==> config.mk <==
export PLATFORM = sky130hd
export DESIGN_NAME = enc_lane_scheduler
export DESIGN_NICKNAME = d
export VERILOG_FILES = /design/src/rtl/enc_lane_scheduler.sv
export SDC_FILE = /design/constraint.sdc
export NUM_CORES = 1
export LEC_CHECK = 0
export ABC_AREA = 1
export ABC_CLOCK_PERIOD_IN_PS = 2600
export BUFFER_PORTS_ARGS = -buffer_cell sky130_fd_sc_hd__buf_2
export CAP_MARGIN = 15
export CORE_MARGIN = 3
export CORE_UTILIZATION = 30
export CTS_BUF_LIST = sky130_fd_sc_hd__clkbuf_4 sky130_fd_sc_hd__clkbuf_8 sky130_fd_sc_hd__clkbuf_16
export DETAILED_ROUTE_END_ITERATION = 10
export PLACE_DENSITY = 0.56
export RECOVER_POWER = 25
export SYNTH_ARGS = -nofsm -noshare
export SYNTH_HDL_FRONTEND = slang
export SYNTH_SLANG_ARGS = --single-unit
==> constraint.sdc <==
create_clock -name enc_clk -period 2.6 [get_ports enc_clk]
set_input_delay 0 -clock enc_clk [delete_from_list [all_inputs] [get_ports enc_clk]]
set_output_delay 0 -clock enc_clk [all_outputs]
set_load 0.1 [all_outputs]
==> src/rtl/enc_lane_scheduler.sv <==
`default_nettype none
// ============================================================================
// Module      : enc_lane_scheduler
// Description : Shares the two-lane byte encoder between ordered sets (OS)
//               and transport data (TD), one whole symbol at a time, with
//               TD starvation protection and sticky underrun detection.
// Revision    : 1.0 - initial release
// ============================================================================
module enc_lane_scheduler #(
  parameter int MAX_OS_BURST = 4
) (
  input  logic       enc_clk,
  input  logic       rst,
  input  logic       link_en,
  input  logic [1:0] gen_speed,
  input  logic       os_req,
  input  logic [3:0] os_type,
  input  logic [7:0] os_lane0,
  input  logic [7:0] os_lane1,
  output logic       os_ack,
  input  logic       td_valid,
  input  logic [7:0] td_lane0,
  input  logic [7:0] td_lane1,
  output logic       td_ready,
  output logic [7:0] lane_0_tx,
  output logic [7:0] lane_1_tx,
  output logic [3:0] d_sel,
  output logic       enable,
  output logic       sym_start,
  output logic       underrun
);

  localparam logic [1:0] ST_IDLE   = 2'd0;
  localparam logic [1:0] ST_OS     = 2'd1;
  localparam logic [1:0] ST_TD     = 2'd2;
  localparam logic [3:0] C_DSEL_TD   = 4'd8;
  localparam logic [3:0] C_DSEL_IDLE = 4'd9;
  localparam logic [2:0] C_BURST_MAX = 3'(MAX_OS_BURST);

  logic [1:0] r_grant;
  logic [3:0] r_cnt;
  logic [1:0] r_spd;
  logic [3:0] r_dsel_q;
  logic [2:0] r_os_burst;
  logic [7:0] r_lane0;
  logic [7:0] r_lane1;
  logic [3:0] r_dsel;
  logic       r_enable;
  logic       r_sym_start;
  logic       r_underrun;

  logic       w_boundary;
  logic       w_off;
  logic [1:0] w_pick;
  logic       w_src_valid;
  logic [2:0] w_burst_inc;

  // Index of the final byte of a symbol for a given speed code
  function automatic logic [3:0] last_idx(input logic [1:0] spd);
    case (spd)
      2'd1:    last_idx = 4'd15;
      2'd2:    last_idx = 4'd7;
      default: last_idx = 4'd0;
    endcase
  endfunction

  // Boundary detection, grant arbitration and byte acceptance handshakes
  always_comb begin
    w_boundary  = (r_cnt == 4'd0) || (r_grant == ST_IDLE);
    w_off       = !link_en || (gen_speed == 2'd3);
    w_pick      = ST_IDLE;
    if (!w_off) begin
      if ((r_os_burst == C_BURST_MAX) && td_valid) w_pick = ST_TD;
      else if (os_req)                             w_pick = ST_OS;
      else if (td_valid)                           w_pick = ST_TD;
    end
    w_src_valid = (r_grant == ST_OS) ? os_req : td_valid;
    w_burst_inc = (r_os_burst == 3'd7) ? r_os_burst : r_os_burst + 3'd1;
    // Handshakes are held low during reset and while the link is disabled
    os_ack      = rst && link_en &&
                  (w_boundary ? (w_pick == ST_OS) : ((r_grant == ST_OS) && os_req));
    td_ready    = rst && link_en &&
                  (w_boundary ? (w_pick == ST_TD) : (r_grant == ST_TD));
  end

  // Grant/counter state and registered encoder-side outputs
  always_ff @(posedge enc_clk or negedge rst) begin
    if (!rst) begin
      r_grant     <= ST_IDLE;
      r_cnt       <= 4'd0;
      r_spd       <= 2'd0;
      r_dsel_q    <= C_DSEL_IDLE;
      r_os_burst  <= 3'd0;
      r_lane0     <= 8'h00;
      r_lane1     <= 8'h00;
      r_dsel      <= C_DSEL_IDLE;
      r_enable    <= 1'b0;
      r_sym_start <= 1'b0;
      r_underrun  <= 1'b0;
    end else if (!link_en) begin
      // Flush: abort any symbol in flight without completing it
      r_grant     <= ST_IDLE;
      r_cnt       <= 4'd0;
      r_os_burst  <= 3'd0;
      r_lane0     <= 8'h00;
      r_lane1     <= 8'h00;
      r_dsel      <= C_DSEL_IDLE;
      r_enable    <= 1'b0;
      r_sym_start <= 1'b0;
      r_underrun  <= 1'b0;
    end else if (w_boundary) begin
      r_spd   <= gen_speed;
      r_grant <= w_pick;
      case (w_pick)
        ST_OS: begin
          r_dsel_q    <= os_type;
          r_dsel      <= os_type;
          r_lane0     <= os_lane0;
          r_lane1     <= os_lane1;
          r_enable    <= 1'b1;
          r_sym_start <= 1'b1;
          r_cnt       <= (last_idx(gen_speed) == 4'd0) ? 4'd0 : 4'd1;
          r_os_burst  <= td_valid ? w_burst_inc : 3'd0;
        end
        ST_TD: begin
          r_dsel_q    <= C_DSEL_TD;
          r_dsel      <= C_DSEL_TD;
          r_lane0     <= td_lane0;
          r_lane1     <= td_lane1;
          r_enable    <= 1'b1;
          r_sym_start <= 1'b1;
          r_cnt       <= (last_idx(gen_speed) == 4'd0) ? 4'd0 : 4'd1;
          r_os_burst  <= 3'd0;
        end
        default: begin
          r_cnt       <= 4'd0;
          r_lane0     <= 8'h00;
          r_lane1     <= 8'h00;
          r_dsel      <= C_DSEL_IDLE;
          r_enable    <= 1'b0;
          r_sym_start <= 1'b0;
        end
      endcase
    end else begin
      // Mid-symbol: length is fixed by the speed latched at the boundary
      r_cnt       <= (r_cnt == last_idx(r_spd)) ? 4'd0 : r_cnt + 4'd1;
      r_dsel      <= r_dsel_q;
      r_enable    <= 1'b1;
      r_sym_start <= 1'b0;
      if (w_src_valid) begin
        r_lane0 <= (r_grant == ST_OS) ? os_lane0 : td_lane0;
        r_lane1 <= (r_grant == ST_OS) ? os_lane1 : td_lane1;
      end else begin
        r_lane0    <= 8'h00;
        r_lane1    <= 8'h00;
        r_underrun <= 1'b1;
      end
    end
  end

  assign lane_0_tx = r_lane0;
  assign lane_1_tx = r_lane1;
  assign d_sel     = r_dsel;
  assign enable    = r_enable;
  assign sym_start = r_sym_start;
  assign underrun  = r_underrun;

endmodule
`default_nettype wire

==> metrics.yaml, run 1 <==
end_kind: "primary output"
fin_ws_ps: 223
cap_violations: 0
outcome: "finished, final reports clean"
setup_violations: 0
cp_slowest_cell: "dlygate4sd3_1"
grt_pass1_wl_um: 10800
grt_util_all_layers: 0.154
drive_gt1_frac: 0.236
grtUsageMet3: 0.0280
vias: 2332
dr.pass1.iters: 4
wl_per_cell_um: 13.1
critPathKind: "input port to primary output"
grt-ovfl-total: 0
grt_max_degree: 30
multi_input_area_um2: 1190
final_hold_viol_count: 0
power_mw: 1.37
htreeDepth: 2
p_per_area_nw_per_um2: 469
finalWeightedCongestion: 0.886
relSlewSlack: 0.565
vias_per_cell: 4.62
ios: 68
synth.avg_cell_area_um2: 6.95
fin_crit_sh: 0.914
ant_nets: 0
clk_path_buf_depth: 2
areaGrowthSynthToFinish_pct: 26.7
coreArea_um2: 7370
antenna_found_initial: 0
cp.required_ps: 2600
fillers: 816
path_cells: "dlygate4sd3_1 > buf_2 > ha_1 > nor2_1 > nand3_1 > inv_1 > ha_1 > buf_4 > nand2_1 > a21oi_2 > buf_12"
fin_tns_setup_ps: 0
synth.distinct_cells: 22
ys_seq_area_frac: 0.414
fp-row-count: 31
syn_inst: 332
die_area_um2: 8780
dpl.hpwl_um: 4820
use_met2: 0.255
netlist_area_um2: 2310
rsz0062_at_grt: "no"
diodes: 0
dp_slack_ps: 478
totalWireLength_um: 6630
drtIter0Drc: 102
regArea_um2: 956
initial_core_util: 0.313
crit_arrival_ps: 2380
synth_warnings: 0
cts_tree: "done"
cts_sinks: 38
peakVddDrop_mv: 0.172
remaining_drc_errors: 0
synth_nets: 384
die_h_um: 93.7
met1_usage: 0.199
drv_slew: 0
timing.fmax_mhz: 421
clock_latency_ps: 300
tightest_slew_ps: 652
max_stage_delay_ps: 530
clk_pin_slew_ps: 80
port_buffers: 67
crit_buf_inv: 5
path_common_cell: "ha_1"
grt_pass1_vias: 2368
numCtsBuffers: 5
nNetsFinal: 457
ys_ff_latch: 38
leakage_nw: 1.61
fin_crit_ps: 2380
fin_skew_ps: 12.5
clockRootBuffer: "clkbuf_8"
die_x_um: 93.7
critical_path.max_fanout: 14
min_path_type: "input port to register"
setup.worst_path.start_class: "input port"
post_cts_buffers: 0
cpLargestDelayFamily: "buffers and inverters"
top_usage_layer: "met2"
==> cell usage after synthesis <==
master    instances  area, um^2
nand2_1         158         593
dfrtp_1          34         851
nand3_1          30         150
nor2_1           19        71.3
inv_1            18        67.6
a21oi_1          15        75.1
o21ai_0          15        75.1
ha_1              9         113
buf_2             7        35.0
dfstp_2           4         105
inv_2             4        15.0
nand2_2           4        25.0
buf_4             3        22.5
buf_6             2        22.5
nor2_4            2        22.5
xnor2_1           2        17.5
buf_1             1        3.75
clkbuf_1          1        3.75
nand3_4           1        17.5
nand3b_1          1        7.51
nand4_1           1        6.26
xor2_1            1        8.76
==> logic make-up after synthesis <==
family	after synthesis	share of synthesized area
xor gates and xnor gates	3	0.0114
buffers and inverters	36	0.0737
DFF	38	0.414
adders and majority gates	9	0.0488
and+or+nand+nor	216	0.387
AOI/OAI and AO/OA	30	0.0650
==> sequential cells by signal, indices dropped and copies added, names as in the netlist <==
| signal | count |
|---|---|
| r_os_burst | 3 |
| r_cnt | 4 |
| lane_1_tx | 8 |
| underrun | 1 |
| r_spd | 2 |
| r_grant | 2 |
| lane_0_tx | 8 |
| sym_start | 1 |
| r_dsel_q | 4 |
| d_sel | 4 |
| enable | 1 |
==> report_power, final <==
group / total (mW) / internal, mW / switching (mW)
registers: 0.647 / 0.629 / 0.0175
logic: 0.317 / 0.0945 / 0.222
clock network: 0.407 / 0.196 / 0.211
==> what timing repair did <==
action,4_1_cts,5_1_grt
hold endpoints to repair,34,0
hold buffers,9,0
gates resized for setup,0,0
==> placed cells by master, fill, tap and decap left out, drive strengths merged, types with 2 or more instances in the layout <==
master	count
nand3	31
ha	9
buf	71
clkinv	2
nor2	21
a21oi	15
dfrtp	34
nand2	162
o21ai	15
xnor2	2
clkbuf	6
inv	22
dfstp	4
dlygate4sd3	9
==> layout make-up <==
class	count	area share
flip-flops and latches	38	0.327
clock buffers	6	0.0261
clock inverters	2	0.00342
well taps	99	0.0424
repair buffers	80	0.166
inverters	22	0.0282
multi-input cells	258	0.407
==> final timing paths <==
check	cells after the start	end	startpoint	slack [ps]
hold / removal	5	lane_1_tx[2]$_DFF_PN0_	os_lane1[2]	4
min in group asynchronous	2	lane_0_tx[7]$_DFF_PN0_	rst	260
hold reg to reg	2	r_spd[1]$_DFFE_PN0P_	r_spd[1]$_DFFE_PN0P_	480
setup / recovery	11	os_ack	gen_speed[0]	220
setup reg to reg	13	r_os_burst[1]$_DFFE_PN0P_	r_os_burst[0]$_DFFE_PN0P_	470
max in group asynchronous	3	r_dsel_q[3]$_DFFE_PN1P_	rst	1620
==> metal layers <==
metal	up-vias	wire, um
li1	1183	-
met1	1073	2880
met2	62	3310
met3	14	307
met4	0	130
met5	-	0
==> tightest hold or removal path: cells and delay by family <==
kind,cells,cell delay [ps]
buffers and inverters,1,90
AND/OR/NAND/NOR,4,180
==> per-stage QoR <==
stage	cells	utilization	cell area [um^2]	hold WS, ps
after global placement	488	0.373	2750	66.5
after CTS	505	0.397	2920	0.193
after floorplan	332	-	2320	-296
after global routing	505	0.397	2920	26.3
after detailed placement	488	0.373	2750	65.5
final	505	0.397	2920	3.56
Power figures use the tool's default switching activity.
==> run 2: changes to the inputs <==
--- a/config.mk
+++ b/config.mk
@@ -9,6 +9,7 @@
 export ABC_CLOCK_PERIOD_IN_PS = 2600
 export BUFFER_PORTS_ARGS = -buffer_cell sky130_fd_sc_hd__buf_2
 export CAP_MARGIN = 15
+export CORE_ASPECT_RATIO = 0.9
 export CORE_MARGIN = 3
 export CORE_UTILIZATION = 30
 export CTS_BUF_LIST = sky130_fd_sc_hd__clkbuf_4 sky130_fd_sc_hd__clkbuf_8 sky130_fd_sc_hd__clkbuf_16
==> run 2 against run 1 <==
Compared with the run above: sequential share of layout area rose by 0.35 points; via count shrank 1.6%; hold slack better by 9.7 ps; global-route usage shrank 0.46 points; maximum frequency increased by 7.4%; final cell count fell by 1.6%; utilization grew 0.18 points; clock-buffer cell count is 1 lower; power down 1.5%; critical path type is now input port to register.
==> metrics.yaml, run 2 (synthesis gave the netlist of run 1 again) <==
port_buffers: 67  # unchanged
fin_crit_ps: 2210  # was 2380 ps
areaGrowthSynthToFinish_pct: 25.3  # was 26.7%
leakage_nw: 1.60  # was 1.61 nW
wl_per_cell_um: 13.2  # was 13.1 um
critPathKind: "input port to register"  # was input port to primary output
dr.pass1.iters: 4  # unchanged
clockRootBuffer: "clkbuf_8"  # unchanged
initial_core_util: 0.318  # was 0.313
nNetsFinal: 456  # was 457
clock_latency_ps: 290  # was 300 ps
ant_nets: 0  # unchanged
fin_hold_ws_ps: 13.3  # was 3.56 ps
final_cell_mix: "158 x nand2_1, 64 x buf_2, 34 x dfrtp_1, 30 x nand3_1, 19 x nor2_1"  # was 158 x nand2_1, 65 x buf_2, 34 x dfrtp_1, 30 x nand3_1, 19 x nor2_1
cts_tree: "done"  # unchanged
fin_ws_ps: 387  # was 223 ps
clk_path_buf_depth: 2  # unchanged
ios: 68  # unchanged
die_area_um2: 8790  # was 8780 um^2
rsz0062_at_grt: "no"  # unchanged
drv_slew: 0  # unchanged
fin_skew_ps: 3.17  # was 12.5 ps
timing.fmax_mhz: 452  # was 421 MHz
htreeDepth: 2  # unchanged
die_x_um: 98.5  # was 93.7 um
setup.worst_path.start_class: "input port"  # unchanged
outcome: "finished, final reports clean"  # unchanged
fillers: 796  # was 816
min_path_type: "input port to register"  # unchanged
drtIter0Drc: 141  # was 102
coreArea_um2: 7260  # was 7370 um^2
cp.required_ps: 2790  # was 2600 ps
clk_pin_slew_ps: 70  # was 80 ps
r2r-start: "r_os_burst[0]$_DFFE_PN0P_"  # unchanged
finalWeightedCongestion: 0.852  # was 0.886
final_common_cell: "nand2_1"  # unchanged
cts_sinks: 38  # unchanged
grt-ovfl-total: 0  # unchanged
grt_max_degree: 31  # was 30
final_hold_viol_count: 0  # unchanged
drive_gt1_frac: 0.235  # was 0.236
fp-row-count: 29  # was 31
cap_violations: 0  # unchanged
grt_pass1_vias: 2118  # was 2,368
numCtsBuffers: 5  # unchanged
relSlewSlack: 0.496  # was 0.565
dp_slack_ps: 442  # was 478 ps
post_cts_buffers: 0  # unchanged
grt_util_all_layers: 0.150  # was 0.154
r2r_slack_ps: 430  # was 470 ps
p_per_area_nw_per_um2: 467  # was 469 nW/um^2
totalWireLength_um: 6540  # was 6630 um
vias_per_cell: 4.62  # about the same
diodes: 0  # unchanged
crit_arrival_ps: 2400  # was 2380 ps
antenna_found_initial: 0  # unchanged
power_mw: 1.35  # was 1.37 mW
end_kind: "register"  # was primary output
die_h_um: 89.2  # was 93.7 um
dpl.hpwl_um: 4840  # was 4820 um
crit_start: "gen_speed[0]"  # unchanged
critical_path.max_fanout: 9  # was 14
peakVddDrop_mv: 0.152  # was 0.172 mV
grt_pass1_wl_um: 10500  # was 10,800 um
vias: 2294  # was 2,332
hp-start: "os_lane0[1]"  # was os_lane1[2]
postLayoutCoreUtil: 0.399  # was 0.397
setup_violations: 0  # unchanged
remaining_drc_errors: 0  # unchanged
tightest_slew_ps: 756  # was 652 ps
fin_tns_setup_ps: 0  # unchanged
fin_crit_sh: 0.851  # was 0.914
## run 2: changes by cell type in the layout (fill, tap and decap cells not counted), sizes merged
cell and delta:
clkbuf +1, buf -1, dlygate4sd3 -2
## run 2: what timing repair did
| item | in CTS | in global routing |
|---|---|---|
| hold buffers | 7 | 0 |
| gates resized for setup | 0 | 0 |
| endpoints found under the hold margin | 16 | 0 |
## run 2: final timing paths
path | end | cells past startpoint
max in group asynchronous | lane_1_tx[5]$_DFF_PN0_ | 3
max reg2reg | r_os_burst[0]$_DFFE_PN0P_ | 13
min in group asynchronous | r_os_burst[2]$_DFFE_PN0P_ | 2
max | r_os_burst[0]$_DFFE_PN0P_ | 14
min reg2reg | r_spd[1]$_DFFE_PN0P_ | 2
min | lane_0_tx[1]$_DFF_PN0_ | 5
## run 2: area by class of cell
type	instances	area (um^2)	area share
clock buffers	5	68.8	0.0238
inverters	22	82.6	0.0285
multi-input cells	258	1190	0.411
well taps	93	116	0.0402
clock inverters	2	10.0	0.00346
flip-flops and latches	38	956	0.330
repair buffers	79	469	0.162
## run 2: metrics by stage
| step | area [um^2] | std cells |
|---|---|---|
| after floorplan | 2320 | 332 |
| after global placement | 2750 | 483 |
| after detailed placement | 2750 | 483 |
| after CTS | 2900 | 497 |
| after global routing | 2890 | 497 |
| final | 2890 | 497 |
## run 2: report_power, final
| part | leakage [nW] | total, mW | switching [mW] | internal (mW) |
|---|---|---|---|---|
| registers | 0.506 | 0.648 | 0.0187 | 0.629 |
| clock network | 0.0438 | 0.389 | 0.209 | 0.180 |
| logic | 1.05 | 0.313 | 0.220 | 0.0926 |
## run 2: worst max-delay path, stage by stage
cell	delay [ps]
dlygate4sd3_1	530
buf_2	140
ha_1	210
nor2_1	160
nand3_1	130
inv_1	100
ha_1	340
inv_1	110
nand2_1	110
nor2_1	50
nor2_1	250
nand2_1	140
nand2_1	90
nand2_1	50
## run 2: metal layers
metal | part of all wire | GRT usage | vias up
met5 | 0 | 0 | -
met4 | 0.0096 | 0.0409 | 0
met3 | 0.055 | 0.0242 | 5
met2 | 0.46 | 0.242 | 63
met1 | 0.47 | 0.210 | 1051
li1 | - | - | 1175
==> run 3: changes to the inputs <==
--- a/config.mk
+++ b/config.mk
@@ -6,7 +6,7 @@
 export NUM_CORES = 1
 export LEC_CHECK = 0
 export ABC_AREA = 1
-export ABC_CLOCK_PERIOD_IN_PS = 2600
+export ABC_CLOCK_PERIOD_IN_PS = 2500
 export BUFFER_PORTS_ARGS = -buffer_cell sky130_fd_sc_hd__buf_2
 export CAP_MARGIN = 15
 export CORE_ASPECT_RATIO = 0.9
==> constraint.sdc (replaced) <==
create_clock -name enc_clk -period 2.5 [get_ports enc_clk]
set_input_delay 0 -clock enc_clk [delete_from_list [all_inputs] [get_ports enc_clk]]
set_output_delay 0 -clock enc_clk [all_outputs]
set_load 0.1 [all_outputs]
==> run 3 against run 2 <==
Compared with the run above: power increased by 7.4%; first-iteration DRC count increased by 34%; die area unchanged; critical path type is now register to register.
==> metrics.yaml, run 3 (synthesis gave the netlist of run 1 again) <==
wl_per_cell_um: 13.2  # about the same
drv_slew: 0  # unchanged
relSlewSlack: 0.368  # was 0.496
initial_core_util: 0.318  # unchanged
cts_tree: "done"  # unchanged
final_cell_mix: "158 x nand2_1, 64 x buf_2, 34 x dfrtp_1, 30 x nand3_1, 19 x nor2_1"  # unchanged
cap_violations: 0  # unchanged
final_hold_viol_count: 0  # unchanged
grt_util_all_layers: 0.150  # about the same
ant_nets: 0  # unchanged
remaining_drc_errors: 0  # unchanged
port_buffers: 67  # unchanged
setup.worst_path.start_class: "register"  # was input port
clk_pin_slew_ps: 80  # was 70 ps
path_common_cell: "nand2_1"  # unchanged
fin_area_um2: 2910  # was 2890 um^2
fin_skew_ps: 9.40  # was 3.17 ps
holdPathEnd: "lane_1_tx[1]$_DFF_PN0_"  # was lane_0_tx[1]$_DFF_PN0_
die_h_um: 89.2  # unchanged
rr_worst_depth: 13  # unchanged
crit_buf_inv: 2  # was 4
max_stage_delay_ps: 410  # was 530 ps
hp-start: "os_lane1[1]"  # was os_lane0[1]
nNetsFinal: 456  # unchanged
drtIter0Drc: 189  # was 141
post_cts_buffers: 0  # unchanged
grt_pass1_wl_um: 10600  # was 10,500 um
grt_pass1_vias: 2162  # was 2,118
leakage_nw: 1.61  # was 1.60 nW
rsz0062_at_grt: "no"  # unchanged
r2r_slack_ps: 450  # was 430 ps
fin_tns_setup_ps: 0  # unchanged
r2r-start: "r_os_burst[0]$_DFFE_PN0P_"  # unchanged
cts_sinks: 38  # unchanged
grt_max_degree: 27  # was 31
htreeDepth: 2  # unchanged
ios: 68  # unchanged
fillers: 779  # was 796
final_common_cell: "nand2_1"  # unchanged
critPathKind: "register to register"  # was input port to register
r2r-end: "r_os_burst[1]$_DFFE_PN0P_"  # was r_os_burst[0]$_DFFE_PN0P_
dr.pass1.iters: 5  # was 4
clk_path_buf_depth: 2  # unchanged
fin_crit_ps: 2050
crit_arrival_ps: 2230  # was 2400 ps
die_area_um2: 8790  # unchanged
timing.fmax_mhz: 488
areaGrowthSynthToFinish_pct: 26.0  # was 25.3%
coreArea_um2: 7260  # unchanged
min_path_type: "input port to register"  # unchanged
cp.required_ps: 2680  # was 2790 ps
placedCellCount: 483  # unchanged
die_x_um: 98.5  # unchanged
fp-row-count: 29  # unchanged
finalWeightedCongestion: 0.854  # was 0.852
path_cells: "inv_1 > ha_1 > nand3_1 > nand2_1 > nand3_1 > ha_1 > buf_4 > nand2_1 > nor2_1 > nor2_1 > nand2_1 > nand2_1 > nand2_1"  # was dlygate4sd3_1 > buf_2 > ha_1 > nor2_1 > nand3_1 > inv_1 > ha_1 > inv_1 > nand2_1 > nor2_1 > nor2_1 > nand2_1 > nand2_1 > nand2_1
antenna_found_initial: 0  # unchanged
layoutNonFillerInstCount: 498  # was 497
end_kind: "register"  # unchanged
numCtsBuffers: 5  # unchanged
tightest_slew_ps: 948  # was 756 ps
vias: 2317  # was 2,294
cpLargestDelayFamily: "simple AND/OR/NAND/NOR gates"  # unchanged
dpl.hpwl_um: 4800  # was 4840 um
totalWireLength_um: 6570  # was 6540 um
critical_path.max_fanout: 8  # was 9
cp_slowest_cell: "dfrtp_1"  # was dlygate4sd3_1
outcome: "finished, final reports clean"  # unchanged
clockRootBuffer: "clkbuf_8"  # unchanged
postPlaceCellArea_um2: 2750  # unchanged
clock_latency_ps: 290  # about the same
setup_violations: 0  # unchanged
grt-ovfl-total: 0  # unchanged
postLayoutCoreUtil: 0.401  # was 0.399
peakVddDrop_mv: 0.220  # was 0.152 mV
drive_gt1_frac: 0.237  # was 0.235
diodes: 0  # unchanged
vias_per_cell: 4.65  # was 4.62
p_per_area_nw_per_um2: 499  # was 467 nW/um^2
fin_crit_sh: 0.820
min_path_cells: 5  # unchanged
run 3: cell count changes in the layout (fill, tap and decap cells not counted), sizes merged:
cell    change
clkbuf      +2
clkinv      -1
run 3: worst max path at each step:
| stage | startpoint | to | slack, ps | depth (start not counted) |
|---|---|---|---|---|
| final | r_os_burst[0]$_DFFE_PN0P_ | r_os_burst[1]$_DFFE_PN0P_ | 450 | 13 |
| after global routing | gen_speed[0] | r_os_burst[1]$_DFFE_PN0P_ | 190 | 14 |
| after detailed placement | r_os_burst[0]$_DFFE_PN0P_ | r_os_burst[1]$_DFFE_PN0P_ | 460 | 13 |
| after CTS | r_cnt[0]$_DFF_PN0_ | os_ack | 430 | 7 |
| after global placement | r_os_burst[0]$_DFFE_PN0P_ | r_os_burst[1]$_DFFE_PN0P_ | 520 | 13 |
| after floorplan | r_os_burst[0]$_DFFE_PN0P_ | os_ack | 150 | 10 |
run 3: metal layers:
| metal | track usage | routed length [um] | up-vias |
|---|---|---|---|
| met5 | 0 | 0 | - |
| met4 | 0.0422 | 76 | 0 |
| met3 | 0.0312 | 437 | 8 |
| met2 | 0.238 | 3000 | 69 |
| met1 | 0.210 | 3060 | 1058 |
| li1 | - | - | 1182 |
run 3: report_power, final:
| group | switching [mW] | internal (mW) | leakage (nW) |
|---|---|---|---|
| logic | 0.232 | 0.0965 | 1.05 |
| registers | 0.0183 | 0.655 | 0.506 |
| clock network | 0.216 | 0.233 | 0.0517 |
run 3: metrics by stage:
| stage | setup WS, ps | hold WS [ps] | total power, mW |
|---|---|---|---|
| 6_report | 449 | 10.5 | 1.45 |
| 3_5_place_dp | 459 | -53.3 | 1.01 |
| 5_1_grt | 191 | 13.9 | 1.54 |
| 4_1_cts | 426 | 0.949 | 1.48 |
| 2_1_floorplan | 149 | -296 | 0.896 |
| 3_3_place_gp | 519 | -53.1 | 1.00 |
run 3: final cells by class:
class / count / area (um^2) / area share
inverters: 22 / 82.6 / 0.0284
flip-flops and latches: 38 / 956 / 0.329
clock buffers: 7 / 90.1 / 0.0310
clock inverters: 1 / 5.00 / 0.00172
repair buffers: 79 / 469 / 0.161
multi-input cells: 258 / 1190 / 0.409
well taps: 93 / 116 / 0.0400
run 3: worst reg2reg max path, stage by stage, from the launching register on:
cell     delay, ps
dfrtp_1        410
inv_1           70
ha_1           130
nand3_1         90
nand2_1         70
nand3_1        110
ha_1           290
buf_4          200
nand2_1         60
nor2_1          40
nor2_1         210
nand2_1        130
nand2_1         80
nand2_1         50
run 3: timing repair:
item                                   4_1_cts  5_1_grt
hold buffers                                 7        0
gates resized for setup                      0        0
endpoints found under the hold margin       20        0
